### src/rtl/fetch_unit.sv
// RV32 instruction fetch stage: credit-limited requests to a variable-latency imem,
// a small {pc, instr} queue feeding IF/ID, and redirects that discard stale responses.
module fetch_unit #(
    parameter logic [31:0] RESET_PC = 32'h0000_0000,
    parameter int          DEPTH    = 2
) (
    input  logic        clk,
    input  logic        rst,
    output logic        imem_req_valid,
    input  logic        imem_req_ready,
    output logic [31:0] imem_req_addr,
    input  logic        imem_resp_valid,
    input  logic [31:0] imem_resp_data,
    input  logic        stall,
    input  logic        redirect,
    input  logic [31:0] redirect_pc,
    output logic [31:0] pcF,
    output logic [31:0] instrF,
    output logic        validF
);
    localparam int          CW  = $clog2(DEPTH + 1);
    localparam int          PW  = $clog2(DEPTH);
    localparam int          SW  = CW + 2;
    localparam logic [31:0] NOP = 32'h0000_0013;

    typedef struct packed {
        logic [31:0] pc;
        logic [31:0] instr;
    } fetch_entry_t;

    logic [31:0]   req_pc;
    logic [CW-1:0] outstanding;
    logic [CW-1:0] drop;

    // In-flight PC queue; its occupancy is always outstanding + drop.
    logic [31:0]   ifq_mem [DEPTH];
    logic [PW-1:0] ifq_wr;
    logic [PW-1:0] ifq_rd;

    fetch_entry_t  fq_mem [DEPTH];
    logic [PW-1:0] fq_wr;
    logic [PW-1:0] fq_rd;
    logic [CW-1:0] fq_count;

    logic          issue;
    logic          resp_ok;
    logic          fq_push;
    logic          fq_pop;
    logic          has_head;
    logic [SW-1:0] committed;

    // Every issued request owns a queue slot until its response is consumed or dropped.
    assign committed      = SW'(outstanding) + SW'(drop) + SW'(fq_count);
    assign imem_req_valid = !rst && !redirect && (committed < SW'(DEPTH));
    assign imem_req_addr  = req_pc;
    assign issue          = imem_req_valid && imem_req_ready;

    // A response with nothing in flight is a protocol error and is ignored.
    assign resp_ok  = imem_resp_valid && (outstanding != '0 || drop != '0);
    assign fq_push  = resp_ok && (drop == '0) && !redirect;
    assign has_head = (fq_count != '0);
    assign fq_pop   = has_head && !stall && !redirect;

    // NOTE: sequential state uses non-blocking assignments so every register samples pre-edge values.
    always_ff @(posedge clk or posedge rst) begin
        if (rst) begin
            req_pc      <= RESET_PC;
            outstanding <= '0;
            drop        <= '0;
        end else if (redirect) begin
            req_pc      <= redirect_pc & 32'hFFFF_FFFC;
            outstanding <= '0;
            drop        <= drop + outstanding - CW'(resp_ok);
        end else begin
            if (issue) begin
                req_pc <= req_pc + 32'd4;
            end
            if (resp_ok && drop != '0) begin
                drop <= drop - CW'(1);
            end
            outstanding <= outstanding + CW'(issue) - CW'(resp_ok && drop == '0);
        end
    end

    always_ff @(posedge clk or posedge rst) begin
        if (rst) begin
            ifq_wr <= '0;
            ifq_rd <= '0;
        end else begin
            if (issue) begin
                ifq_wr <= ifq_wr + PW'(1);
            end
            if (resp_ok) begin
                ifq_rd <= ifq_rd + PW'(1);
            end
        end
    end

    always_ff @(posedge clk or posedge rst) begin
        if (rst) begin
            fq_wr    <= '0;
            fq_rd    <= '0;
            fq_count <= '0;
        end else if (redirect) begin
            fq_wr    <= '0;
            fq_rd    <= '0;
            fq_count <= '0;
        end else begin
            if (fq_push) begin
                fq_wr <= fq_wr + PW'(1);
            end
            if (fq_pop) begin
                fq_rd <= fq_rd + PW'(1);
            end
            fq_count <= fq_count + CW'(fq_push) - CW'(fq_pop);
        end
    end

    // NOTE: queue storage is not reset; occupancy counters and pointers alone decide what is valid.
    always_ff @(posedge clk) begin
        if (issue) begin
            ifq_mem[ifq_wr] <= req_pc;
        end
        if (fq_push) begin
            fq_mem[fq_wr] <= '{pc: ifq_mem[ifq_rd], instr: imem_resp_data};
        end
    end

    // NOTE: defaults are assigned first so no path through the block leaves an output unassigned (no latch).
    always_comb begin
        pcF    = '0;
        instrF = NOP;
        if (has_head) begin
            pcF    = fq_mem[fq_rd].pc;
            instrF = fq_mem[fq_rd].instr;
        end
    end

    assign validF = has_head;

    a_resp_protocol: assert property (@(posedge clk) disable iff (rst)
        imem_resp_valid |-> (outstanding != '0 || drop != '0));

    a_credit_bound: assert property (@(posedge clk) disable iff (rst)
        committed <= SW'(DEPTH));

endmodule

### config.mk
export PLATFORM = sky130hd
export DESIGN_NAME = fetch_unit
export DESIGN_NICKNAME = d
export VERILOG_FILES = /design/src/rtl/fetch_unit.sv
export SDC_FILE = /design/constraint.sdc
export NUM_CORES = 1
export LEC_CHECK = 0
export ABC_AREA = 1
export BUFFER_PORTS_ARGS = -buffer_cell sky130_fd_sc_hd__buf_2
export CAP_MARGIN = 0
export CORE_ASPECT_RATIO = 1.1
export CORE_MARGIN = 1
export CORE_UTILIZATION = 55
export DETAILED_ROUTE_END_ITERATION = 8
export PLACE_DENSITY_LB_ADDON = 0.25
export SLEW_MARGIN = 20
export SYNTH_ARGS = -nofsm -noshare
export SYNTH_HDL_FRONTEND = slang
export SYNTH_SLANG_ARGS = --single-unit
### constraint.sdc
create_clock -name clk -period 8.8 [get_ports clk]
set_input_delay 1.76 -clock clk [delete_from_list [all_inputs] [get_ports clk]]
set_output_delay 1.76 -clock clk [all_outputs]
set_load 0.005 [all_outputs]
==> results_dict.tcl <==
set metrics [dict create \
    clk_pin_slew_ns 0.06 \
    hpwl_um 12100 \
    routed_wl_um 19600 \
    ir_drop_mv 0.136 \
    finalHoldViolCount 0 \
    antenna_found_initial 0 \
    hold_ws_ns 0.468 \
    critPathRequiredTime_ns 7.04 \
    cts_buffers 22 \
    die_height_um 141 \
    cts.sinks 224 \
    yosys_warnings 0 \
    grtUsageTotal_pct 21.9 \
    grt_overflow_total 0 \
    power_density_nw_per_um2 230 \
    root_buffer "clkbuf_16" \
    cts_setup_buffers 0 \
    portBuffers 161 \
    worst_slew_pin_slew_ns 0.851 \
    placed_cell_area_um2 10700 \
    rsz0062_at_grt "no" \
    area_growth_pct 18.2 \
    finClkSkew_ns 0.0123 \
    max_clock_freq_mhz 212 \
    antennaDiodeCount 0 \
    ys_seq_elements 224 \
    ctsResizeCount 0 \
    clock_latency_ns 0.49 \
    htreeDepth 1 \
    initial_utilization_pct 56.5 \
    gr-usage-met3_pct 3.15 \
    finalSetupTns_ns 0 \
    via_per_inst 5.14 \
    dp_slack_ns 4.08 \
    drt-pass1-iter-count 5 \
    synth_area_per_cell_um2 11.3 \
    setup_ws_ns 4.08 \
    gp_congestion 0.908 \
    cap_violations 0 \
    avgRoutedWirePerCell_um 15.5 \
    vias 6502 \
    status "finished clean" \
    die_w_um 128 \
    slew_headroom_pct 43.2 \
    gr-usage-met1_pct 28.0 \
    finalMaxSlewViolations 0 \
    crit_arrival_ns 2.96 \
    grt_pass1_vias 6159 \
    fin_crit_ns 4.72 \
    placementRows 50 \
    p_leak_uw 0.00469 \
    finalNetCount 1098 \
    synthCells 853 \
    crit_path_start_kind "input pin" \
    crit_path_end_kind "primary output" \
    drc 0 \
    grt-busiest-layer "met2" \
    crit_type "in -> out" \
    dieArea_um2 18100 \
    grt_max_degree 65 \
    fp.coreArea_um2 17100 \
    ys_types 39 \
    yosysSeqAreaShare_pct 67.6 \
    ant_nets 0 \
    nFillCells 1311 \
    design_area_um2 11400 \
    grt_util_met2_pct 38.5 \
    io_pins 168 \
    netlist_area_um2 9650 \
    period_share_pct 53.6 \
    ctsHoldBuffers 0 \
    drt_iter0_drc 401 \
    cp_max_fo 40 \
    min_path_type "reg -> reg" \
    cts_tree "yes" \
    grt_pass1_wl_um 30800 \
    finalSetupViolations 0 \
    clock_path_buffers 3 \
    drive_above_1_share_pct 25.1 \
]
-- worst paths after layout --
kind                                   to      startpoint  depth (start not counted)  slack (ns)
setup / recovery           imem_req_valid        redirect                          5        4.08
hold / removal                     ifq_rd          ifq_rd                          1        0.47
setup reg to reg           ifq_mem[1][18]  outstanding[1]                          8        5.71
hold reg to reg                    ifq_rd          ifq_rd                          1        0.47
max in group asynchronous           fq_rd             rst                          3        6.99
min in group asynchronous     fq_count[1]             rst                          3        1.41
-- through the flow --
step,cells,power (uW),util [%]
floorplan,856,1580,-
global placement,1226,1700,62.5
detailed placement,1226,1710,62.5
CTS,1266,2650,66.8
global route,1266,2740,66.8
finish,1266,2620,66.8
-- flip-flops by register name, summed over array words and instances, names as in the netlist --
| signal | cells |
|---|---|
| fq_mem | 124 |
| ifq_mem | 60 |
| imem_req_addr | 30 |
| drop | 2 |
| fq_count | 2 |
| outstanding | 2 |
| fq_rd | 1 |
| fq_wr | 1 |
| ifq_rd | 1 |
| ifq_wr | 1 |
-- layout by cell type, fill, tap and decap left out, types with 3 or more instances in the layout --
cell,Yosys,layout
nand2_1,265,265
edfxtp_1,184,184
buf_2,6,161
a21oi_1,65,65
inv_1,56,56
nand3_1,51,51
nor2_1,48,44
dfrtp_1,40,39
mux2_2,30,30
clkbuf_16,0,23
o21ai_0,17,17
ha_1,11,11
buf_4,4,9
nor2_2,6,8
xnor2_1,8,8
o21bai_1,7,7
xor2_1,5,5
clkinv_2,0,5
clkbuf_1,16,5
nor2_4,2,4
conb_1,1,4
o211ai_1,3,3
clkbuf_8,1,3
-- critical path, stage by stage --
cell and delay, ns:
buf_2 0.57, inv_1 0.33, nand3_1 0.14, nor2_1 0.04, buf_2 0.11
-- layer usage --
metal  up-vias  routed length, um
met5         -                  0
met4         0                381
met3        29               1150
met2       192               9860
met1      3066               8190
li1       3215                  -
-- where the power goes --
part	total, uW	switching [uW]	internal, uW	leakage (uW)
sequential	1310	65.3	1250	0.00215
combinational	380	218	162	0.00218
clock	930	367	563	0.000359
-- synth_stat cells --
cell / instances / share of area, %
a211oi_1: 1 / 0.078
a21o_1: 1 / 0.078
a21oi_1: 65 / 3.4
and2_1: 2 / 0.13
and2_2: 1 / 0.078
buf_1: 4 / 0.16
buf_2: 6 / 0.31
buf_4: 4 / 0.31
buf_6: 3 / 0.35
clkbuf_1: 16 / 0.62
clkbuf_8: 1 / 0.14
clkinv_4: 1 / 0.091
conb_1: 1 / 0.039
dfrtp_1: 40 / 10
edfxtp_1: 184 / 57
fa_1: 1 / 0.21
ha_1: 11 / 1.4
inv_1: 56 / 2.2
inv_2: 2 / 0.078
mux2_2: 30 / 3.5
nand2_1: 265 / 10
nand2_2: 2 / 0.13
nand2_4: 1 / 0.12
nand3_1: 51 / 2.6
nand3b_1: 1 / 0.078
nand4_4: 1 / 0.22
nor2_1: 48 / 1.9
nor2_2: 6 / 0.39
nor2_4: 2 / 0.23
nor3_1: 2 / 0.10
nor3_2: 1 / 0.10
nor4_1: 1 / 0.065
o211ai_1: 3 / 0.23
o21ai_0: 17 / 0.88
o21bai_1: 7 / 0.54
o22ai_1: 1 / 0.065
or2_2: 1 / 0.065
xnor2_1: 8 / 0.73
xor2_1: 5 / 0.45
-- logic make-up (layout without fill, tap and decap cells) --
kind of cell               after synthesis  after routing  share of synthesized area, %
xor gates and xnor gates                13             13                          1.18
muxes                                   30             30                          3.50
and+or+nand+nor                        385            385                          16.5
adders and majority gates               12             12                          1.63
DFF                                    224            224                          67.6
AOI/OAI and AO/OA                       95             95                          5.25
buffers and inverters                   93            269                          4.24
other                                    1              4                        0.0389
-- layout make-up --
type,count,area [um^2],area share (%)
clock inverters,9,100,0.877
multi-input cells,539,2750,24.1
flip-flops and latches,224,6530,57.2
clock buffers,31,636,5.57
repair buffers,170,873,7.66
inverters,59,226,1.99
well taps,234,293,2.57
Power figures use the tool's default switching activity.
